`src/rtl/mc_ctrl_fsm.sv`:
```
// Multi-cycle control sequencer: FETCH/DECODE/EXEC/MEM/WB with a data-memory ready stall.
// Optional MEM abort after TIMEOUT_CYCLES wait cycles when MC_MEM_TIMEOUT_EN is defined.
module mc_ctrl_fsm #(
  parameter int unsigned TIMEOUT_CYCLES = 16
) (
  input  logic       clk,
  input  logic       reset,
  input  logic [5:0] instr_op,
  input  logic [5:0] instr_funct,
  input  logic       mem_ready,
  output logic       pc_we,
  output logic       ir_we,
  output logic       rf_we,
  output logic       dm_re,
  output logic       dm_we,
  output logic [1:0] regdst,
  output logic       alu_a_sel,
  output logic       alu_b_sel,
  output logic [1:0] datasrc,
  output logic [1:0] npc_sel,
  output logic [2:0] alu_op,
  output logic       illegal,
  output logic       mem_timeout,
  output logic [2:0] state
);

  typedef enum logic [2:0] {
    StFetch  = 3'd0,
    StDecode = 3'd1,
    StExec   = 3'd2,
    StMem    = 3'd3,
    StWb     = 3'd4
  } state_e;

  typedef enum logic [3:0] {
    ClsNone, ClsAddu, ClsSubu, ClsSll, ClsJr, ClsOri, ClsLui,
    ClsLw, ClsSw, ClsBeq, ClsJ, ClsJal, ClsIll
  } cls_e;

  state_e state_q;
  cls_e   cls_q;
  cls_e   dec_cls;
  logic   mem_abort;

  if (TIMEOUT_CYCLES == 0) begin : g_param_check
    $error("TIMEOUT_CYCLES must be nonzero");
  end

  assign state = state_q;

  always_comb begin
    dec_cls = ClsIll;
    case (instr_op)
      6'b000000: begin
        case (instr_funct)
          6'b100001: dec_cls = ClsAddu;
          6'b100011: dec_cls = ClsSubu;
          6'b000000: dec_cls = ClsSll;
          6'b001000: dec_cls = ClsJr;
          default:   dec_cls = ClsIll;
        endcase
      end
      6'b001101: dec_cls = ClsOri;
      6'b001111: dec_cls = ClsLui;
      6'b100011: dec_cls = ClsLw;
      6'b101011: dec_cls = ClsSw;
      6'b000100: dec_cls = ClsBeq;
      6'b000010: dec_cls = ClsJ;
      6'b000011: dec_cls = ClsJal;
      default:   dec_cls = ClsIll;
    endcase
  end

`ifdef MC_MEM_TIMEOUT_EN
  localparam int unsigned CntW = $clog2(TIMEOUT_CYCLES + 1);
  logic [CntW-1:0] wait_cnt_q;

  assign mem_abort = (state_q == StMem) && !mem_ready && (wait_cnt_q == CntW'(TIMEOUT_CYCLES));

  // Held at zero outside MEM, so every MEM entry starts a fresh count.
  always_ff @(posedge clk or posedge reset) begin
    if (reset) begin
      wait_cnt_q <= '0;
    end else if (state_q != StMem) begin
      wait_cnt_q <= '0;
    end else if (!mem_ready && !mem_abort) begin
      wait_cnt_q <= wait_cnt_q + CntW'(1);
    end
  end
`else
  assign mem_abort = 1'b0;
`endif

  always_ff @(posedge clk or posedge reset) begin
    if (reset) begin
      state_q <= StFetch;
      cls_q   <= ClsNone;
    end else begin
      unique case (state_q)
        StFetch: state_q <= StDecode;
        StDecode: begin
          cls_q <= dec_cls;
          case (dec_cls)
            ClsJ, ClsJr, ClsIll: state_q <= StFetch;
            ClsJal:              state_q <= StWb;
            default:             state_q <= StExec;
          endcase
        end
        StExec: begin
          case (cls_q)
            ClsLw, ClsSw: state_q <= StMem;
            ClsBeq:       state_q <= StFetch;
            default:      state_q <= StWb;
          endcase
        end
        StMem: begin
          if (mem_ready) begin
            state_q <= (cls_q == ClsLw) ? StWb : StFetch;
          end else if (mem_abort) begin
            state_q <= StFetch;
          end
        end
        StWb:    state_q <= StFetch;
        default: state_q <= StFetch;
      endcase
    end
  end

  always_comb begin
    pc_we       = 1'b0;
    ir_we       = 1'b0;
    rf_we       = 1'b0;
    dm_re       = 1'b0;
    dm_we       = 1'b0;
    regdst      = 2'b00;
    alu_a_sel   = 1'b0;
    alu_b_sel   = 1'b0;
    datasrc     = 2'b00;
    npc_sel     = 2'b00;
    alu_op      = 3'b000;
    illegal     = 1'b0;
    mem_timeout = 1'b0;
    if (!reset) begin
      case (state_q)
        StFetch: begin
          ir_we = 1'b1;
          pc_we = 1'b1;
        end
        StDecode: begin
          case (dec_cls)
            ClsJ, ClsJal: begin
              pc_we   = 1'b1;
              npc_sel = 2'b01;
            end
            ClsJr: begin
              pc_we   = 1'b1;
              npc_sel = 2'b11;
            end
            ClsIll:  illegal = 1'b1;
            default: ;
          endcase
        end
        StExec: begin
          case (cls_q)
            ClsSubu: alu_op = 3'b001;
            ClsSll: begin
              alu_op    = 3'b100;
              alu_a_sel = 1'b1;
            end
            ClsOri: begin
              alu_op    = 3'b010;
              alu_b_sel = 1'b1;
            end
            ClsLui: begin
              alu_op    = 3'b011;
              alu_b_sel = 1'b1;
            end
            ClsLw, ClsSw: alu_b_sel = 1'b1;
            ClsBeq: begin
              alu_op  = 3'b001;
              pc_we   = 1'b1;
              npc_sel = 2'b10;
            end
            default: ;
          endcase
        end
        StMem: begin
          dm_re       = (cls_q == ClsLw) && !mem_abort;
          dm_we       = (cls_q == ClsSw) && !mem_abort;
          mem_timeout = mem_abort;
        end
        StWb: begin
          rf_we = 1'b1;
          case (cls_q)
            ClsOri, ClsLui: regdst = 2'b01;
            ClsLw: begin
              regdst  = 2'b01;
              datasrc = 2'b01;
            end
            ClsJal: begin
              regdst  = 2'b10;
              datasrc = 2'b10;
            end
            default: ;
          endcase
        end
        default: ;
      endcase
    end
  end

endmodule

```
`config.mk`:
```
export PLATFORM = sky130hd
export DESIGN_NAME = mc_ctrl_fsm
export DESIGN_NICKNAME = d
export VERILOG_FILES = /design/src/rtl/mc_ctrl_fsm.sv
export SDC_FILE = /design/constraint.sdc
export NUM_CORES = 1
export LEC_CHECK = 0
export ABC_CLOCK_PERIOD_IN_PS = 3200
export CAP_MARGIN = 20
export CELL_PAD_IN_SITES_DETAIL_PLACEMENT = 1
export CELL_PAD_IN_SITES_GLOBAL_PLACEMENT = 2
export CORE_UTILIZATION = 21
export DETAILED_ROUTE_END_ITERATION = 12
export PLACE_DENSITY = 0.88
export SLEW_MARGIN = 20
export SYNTH_ARGS = -nofsm -noshare
export SYNTH_HDL_FRONTEND = slang
export SYNTH_SLANG_ARGS = --single-unit
```
`constraint.sdc`:
```
create_clock -name clk -period 3.2 [get_ports clk]
set_input_delay 0.48 -clock clk [delete_from_list [all_inputs] [get_ports clk]]
set_output_delay 0.48 -clock clk [all_outputs]
set_load 0.03 [all_outputs]
```
## After elaboration in Yosys (flattened, before gate mapping)

Index checks and enable logic that the tools add are counted.

- Divide/modulo/power cells: 0
- Muxes and demuxes: 41
- Magnitude comparators: 0
- Reductions and logical operators: 10
- Bitwise logic cells: 0
- Eq/ne operators: 27
- $add $sub $neg: 0
- Multiply operators: 0
- Shift-type cells: 0

Operators with widths:

| operator | number |
|---|---|
| $pmux 4 s8 | 1 |
| $eq 4x4->1 const B | 6 |
| $eq 6x6->1 const B | 4 |
| $pmux 3 s4 | 2 |
| $mux 1 | 20 |
| $eq 6x4->1 const B | 3 |
| $eq 4x3->1 const B | 4 |
| $pmux 2 s2 | 4 |
| $pmux 4 s4 | 1 |
| $eq 6x2->1 const B | 2 |
| $logic_not 6->1 | 2 |
| $mux 2 | 6 |
| $mux 3 | 4 |
| $pmux 3 s2 | 2 |
| $reduce_or 3->1 | 3 |
| $eq 4x2->1 const B | 2 |
| $eq 3x2->1 const B | 2 |
| $eq 6x3->1 const B | 1 |
| $reduce_or 2->1 | 3 |
| $reduce_or 4->1 | 1 |
| $eq 3x1->1 const B | 1 |
| $eq 3x3->1 const B | 1 |
| $logic_not 3->1 | 1 |
| $pmux 1 s3 | 1 |
| $ne 2x2->1 const B | 1 |

- Memories: 0
- Bits in latches: 0
- ROM bits: 0
- Word-level logic and storage cells: 80
- Bits of input ports: 15
- Output and inout port bits: 21
- Flip-flop bits (word level): 7
- Memory bits (writable): 0

## Logic depth before layout (Yosys ltp)

- Word-level depth: 8
- Mapped depth: 6
- Mapped depth without buffers: 5

## Worst setup path before layout

No wires, ideal clock.

- Path kind: input port to output port
- Start point: input port instr_op[3]
- End point: output port npc_sel[0]
- Required time: 2.720 ns
- Setup slack: 0.278 ns
- Arrival time: 2.442 ns
- Stages on the path: 6
- Path buffers: 1
- Path through: buf_2 -> or4_4 -> or3_1 -> o32a_2 -> or2_1 -> a21oi_1

- Cells in the longest elaborated chain, start to end: 7
- Elaborated cells between the ends (all ways): 16
- Those cells by class: eq/ne (10); mux (4); reduce/logical (2)

RTL lines:

| what | line | source |
|---|---|---|
| start, declared | 8 | `input logic [5:0] instr_op,` |
| $eq 6x2->1 (tied with other cells) | 53 | `case (instr_op)` |
| $pmux 4 s8 (*) | 53 |  |
| $eq 4x4->1 | 150 | `case (dec_cls)` |
| $reduce_or 2->1 | -- |  |
| $pmux 2 s2 (*) | 150 |  |
| $pmux 2 s2 (*) | 144 | `case (state_q)` |
| $mux 2 (*) | 143 | `if (!reset) begin` |
| end, declared | 20 | `output logic [1:0] npc_sel,` |

Every way passes the cells marked *; elsewhere a longest branch is shown, timed or not.

## Final worst setup path

- Start point: input port instr_funct[4]
- End point: output port npc_sel[0]

- Cells in the longest elaborated chain, start to end: 8
- Elaborated cells between the ends (all ways): 13
- Those cells by class: eq/ne (6); mux (5); reduce/logical (2)

RTL lines:

| what | line | source |
|---|---|---|
| start, declared | 9 | `input logic [5:0] instr_funct,` |
| $eq 6x4->1 (tied with other cells) | 55 | `case (instr_funct)` |
| $pmux 4 s4 (*) | 55 |  |
| $pmux 4 s8 (*) | 53 |  |
| $eq 4x4->1 | 150 |  |
| $reduce_or 2->1 | -- |  |
| $pmux 2 s2 (*) | 150 |  |
| $pmux 2 s2 (*) | 144 |  |
| $mux 2 (*) | 143 |  |

Marks and branches as above.

==> results.py <==
metrics = {
    "status": {
        "status": "finished clean",
    },
    "floorplanning": {
        "die-width_um": 64.2,
        "num_rows": 22,
        "initial_utilization_pct": 22.0,
        "core_um2": 3690,
        "die_h_um": 64.2,
        "die_area_um2": 4130,
        "boundaryPins": 36,
    },
    "setup_path": {
        "reg2reg_depth": 5,
        "cp-start-kind": "primary input",
        "r2r_end": "state[2]$_DFFE_PP0P_",
        "r2r-start": "state[0]$_DFFE_PP0P_",
        "crit_required_ns": 2.72,
        "arrival_ns": 2.66,
        "crit_start": "instr_funct[4]",
        "crit_type": "in -> out",
        "cp_max_fo": 6,
        "endpoint_kind": "output pin",
        "crit_end": "npc_sel[0]",
        "r2r_slack_ns": 1.32,
    },
    "drt": {
        "drc": 0,
        "vias_per_cell": 5.01,
        "wl_per_cell_um": 14.1,
        "via_count": 1092,
        "drt_wl_total_mm": 3.07,
        "ant_nets": 0,
        "dr.pass1.iters": 4,
        "drtIter0Drc": 39,
    },
    "flow_run": {
        "cap_violations": 0,
    },
    "global_routing": {
        "gr-usage-all-layers_pct": 16.7,
        "met2_usage_pct": 31.4,
        "grt-busiest-layer": "met2",
        "grt_first_pass_wirelength_mm": 5.40,
        "grt_max_degree": 13,
        "grt_pass1_vias": 1153,
        "grtUsageMet3_pct": 2.50,
        "antenna_found_initial": 0,
        "grtUsageMet1_pct": 18.8,
        "overflow": 0,
    },
    "logic_synthesis": {
        "ys_seq_area_share_pct": 21.5,
        "yosysUniqueCellTypes": 47,
        "synth_warnings": 0,
        "syn-cell-area_um2": 813,
        "ys.flop_type": "dfrtp_1",
        "synth_top_area_share_pct": 21.5,
        "syn-instance-count": 118,
        "synth_nets": 133,
        "syn_avg_cell_area_um2": 6.89,
        "netlist.top_cell.by_area": "dfrtp_1",
        "synth_edf_count": 0,
        "yosys-top-cells-area": "dfrtp_1 (22%), nor3_1 (6.8%), nand2_1 (5.5%), nor2_1 (5.5%), nand3_1 (3.7%)",
        "synth-seq-cells": 7,
        "synthArstFlopShare_pct": 100,
    },
    "clock_network": {
        "cts_sinks": 7,
        "root_buffer": "clkbuf_8",
        "clock_latency_ns": 0.23,
        "clockBufferDepth": 2,
        "cts.clk_slew.worst_paths_ns": 0.04,
        "numCtsBuffers": 3,
        "cts_tree": "yes",
        "htreeDepth": 1,
        "cts_setup_buffers": 0,
    },
    "timing": {
        "hold_viol": 0,
        "slew_viol_final": 0,
        "setup_tns_ns": 0,
        "finalSetupViolCount": 0,
        "holdWs_ns": 0.595,
        "skew_ns": 0.00534,
        "timing.fmax_mhz": 319,
        "rsz0062_at_grt": "false",
        "fin_crit_ns": 3.14,
        "fin_crit_sh_pct": 98.1,
    },
    "final_layout": {
        "antenna_cells": 0,
        "final_cells": 218,
        "syn_to_final_growth_pct": 74.5,
        "drive_gt1_share_pct": 22.9,
        "nets": 186,
        "final_core_util_pct": 38.5,
    },
    "power_and_ir_drop": {
        "total_power_mw": 0.705,
        "vdd_drop_max_mv": 0.163,
        "p_per_area_nw_per_um2": 497,
        "leakage_nw": 0.582,
    },
    "place": {
        "finalWeightedCongestion": 0.827,
        "numPortBuffers": 34,
        "hpwl_mm": 2.49,
        "dpl.cell_count": 214,
    },
    "min_path": {
        "hp-class": "reg -> reg",
        "hold_start": "cls_q[2]$_DFFE_PP0N_",
    },
}
-- layout by cell type (no fill, tap or decap), drive strengths merged, types with 2 or more instances in the layout --
master / count
clkdlybuf4s50: 26
buf: 23
nor2: 12
nand2: 12
nor3: 11
dfrtp: 7
inv: 6
nand3: 6
o21ai: 6
clkbuf: 5
or2: 4
a21oi: 4
a31oi: 3
nand4: 3
nand2b: 3
or3: 3
a211oi: 2
or4: 2
xnor2: 2
dlymetal6s2s: 2
dlygate4sd2: 2
and2: 2
o32a: 2
o32ai: 2
and3: 2
-- how the worst min path moves through the flow --
stage / end / slack [ns] / depth (start not counted)
6_report: cls_q[2]$_DFFE_PP0N_ / 0.60 / 2
4_1_cts: cls_q[2]$_DFFE_PP0N_ / 0.59 / 2
3_5_place_dp: cls_q[2]$_DFFE_PP0N_ / 0.58 / 2
2_1_floorplan: cls_q[0]$_DFFE_PP0N_ / 0.30 / 1
5_1_grt: cls_q[2]$_DFFE_PP0N_ / 0.66 / 2
3_3_place_gp: cls_q[2]$_DFFE_PP0N_ / 0.57 / 2
-- through the flow --
step	worst slack (ns)	area, um2
after global routing	0.0110	1420
final	0.0620	1420
after CTS	0.00482	1420
after floorplan	0.278	813
after detailed placement	-0.424	1330
after global placement	-0.276	1330
-- layout make-up --
type,count,area (um2)
Sequential cell,7,175
Tap cell,48,60.1
Clock buffer,4,45.0
Fill cell,463,2270
Timing Repair Buffer,54,485
Inverter,6,22.5
Multi-Input combinational cell,99,631
-- per-layer routing --
layer / up-vias / share of wire (%) / routed length [um]
li1: 539 / - / -
met1: 514 / 41 / 1270
met2: 35 / 53 / 1630
met3: 4 / 4.1 / 127
met4: 0 / 1.4 / 44
met5: - / 0 / 0
-- synthesized netlist by cell type, types with 4 or more instances --
| cell | count |
|---|---|
| nand2_1 | 12 |
| nor2_1 | 12 |
| nor3_1 | 11 |
| dfrtp_1 | 7 |
| inv_1 | 6 |
| nand3_1 | 6 |
| o21ai_0 | 5 |
| a21oi_1 | 4 |
| clkbuf_1 | 4 |
-- critical path, stage by stage --
cell             delay, ns
clkdlybuf4s50_1       0.40
or4_4                 0.54
or3_4                 0.35
o32a_4                0.21
buf_6                 0.13
or2_4                 0.26
a21oi_4               0.15
buf_6                 0.14
-- state kept, by name, summed over array words and instances, names as in the netlist --
name   cells
state      3
cls_q      4
-- logic make-up after synthesis --
group           Yosys count  share of synthesized area [%]
xor+xnor                  3                           3.23
mux                       1                           1.38
simple gates             67                           44.0
other cells               1                          0.461
compound gates           27                           23.2
flops                     7                           21.5
buf+inv                  12                           6.15
-- what timing repair did --
item                       4_1_cts  5_1_grt
setup endpoints to repair        4        4
resized for setup               17        7
hold buffers                     0        0
hold endpoints to repair         0        0
pin swaps                        4        1
-- power by group --
part | switching [mW] | leakage, nW | internal [mW]
clock | 0.0376 | 0.0228 | 0.0861
combinational | 0.237 | 0.470 | 0.167
sequential | 0.0565 | 0.0887 | 0.120
total | 0.331 | 0.582 | 0.373
Power figures use the tool's default switching activity.
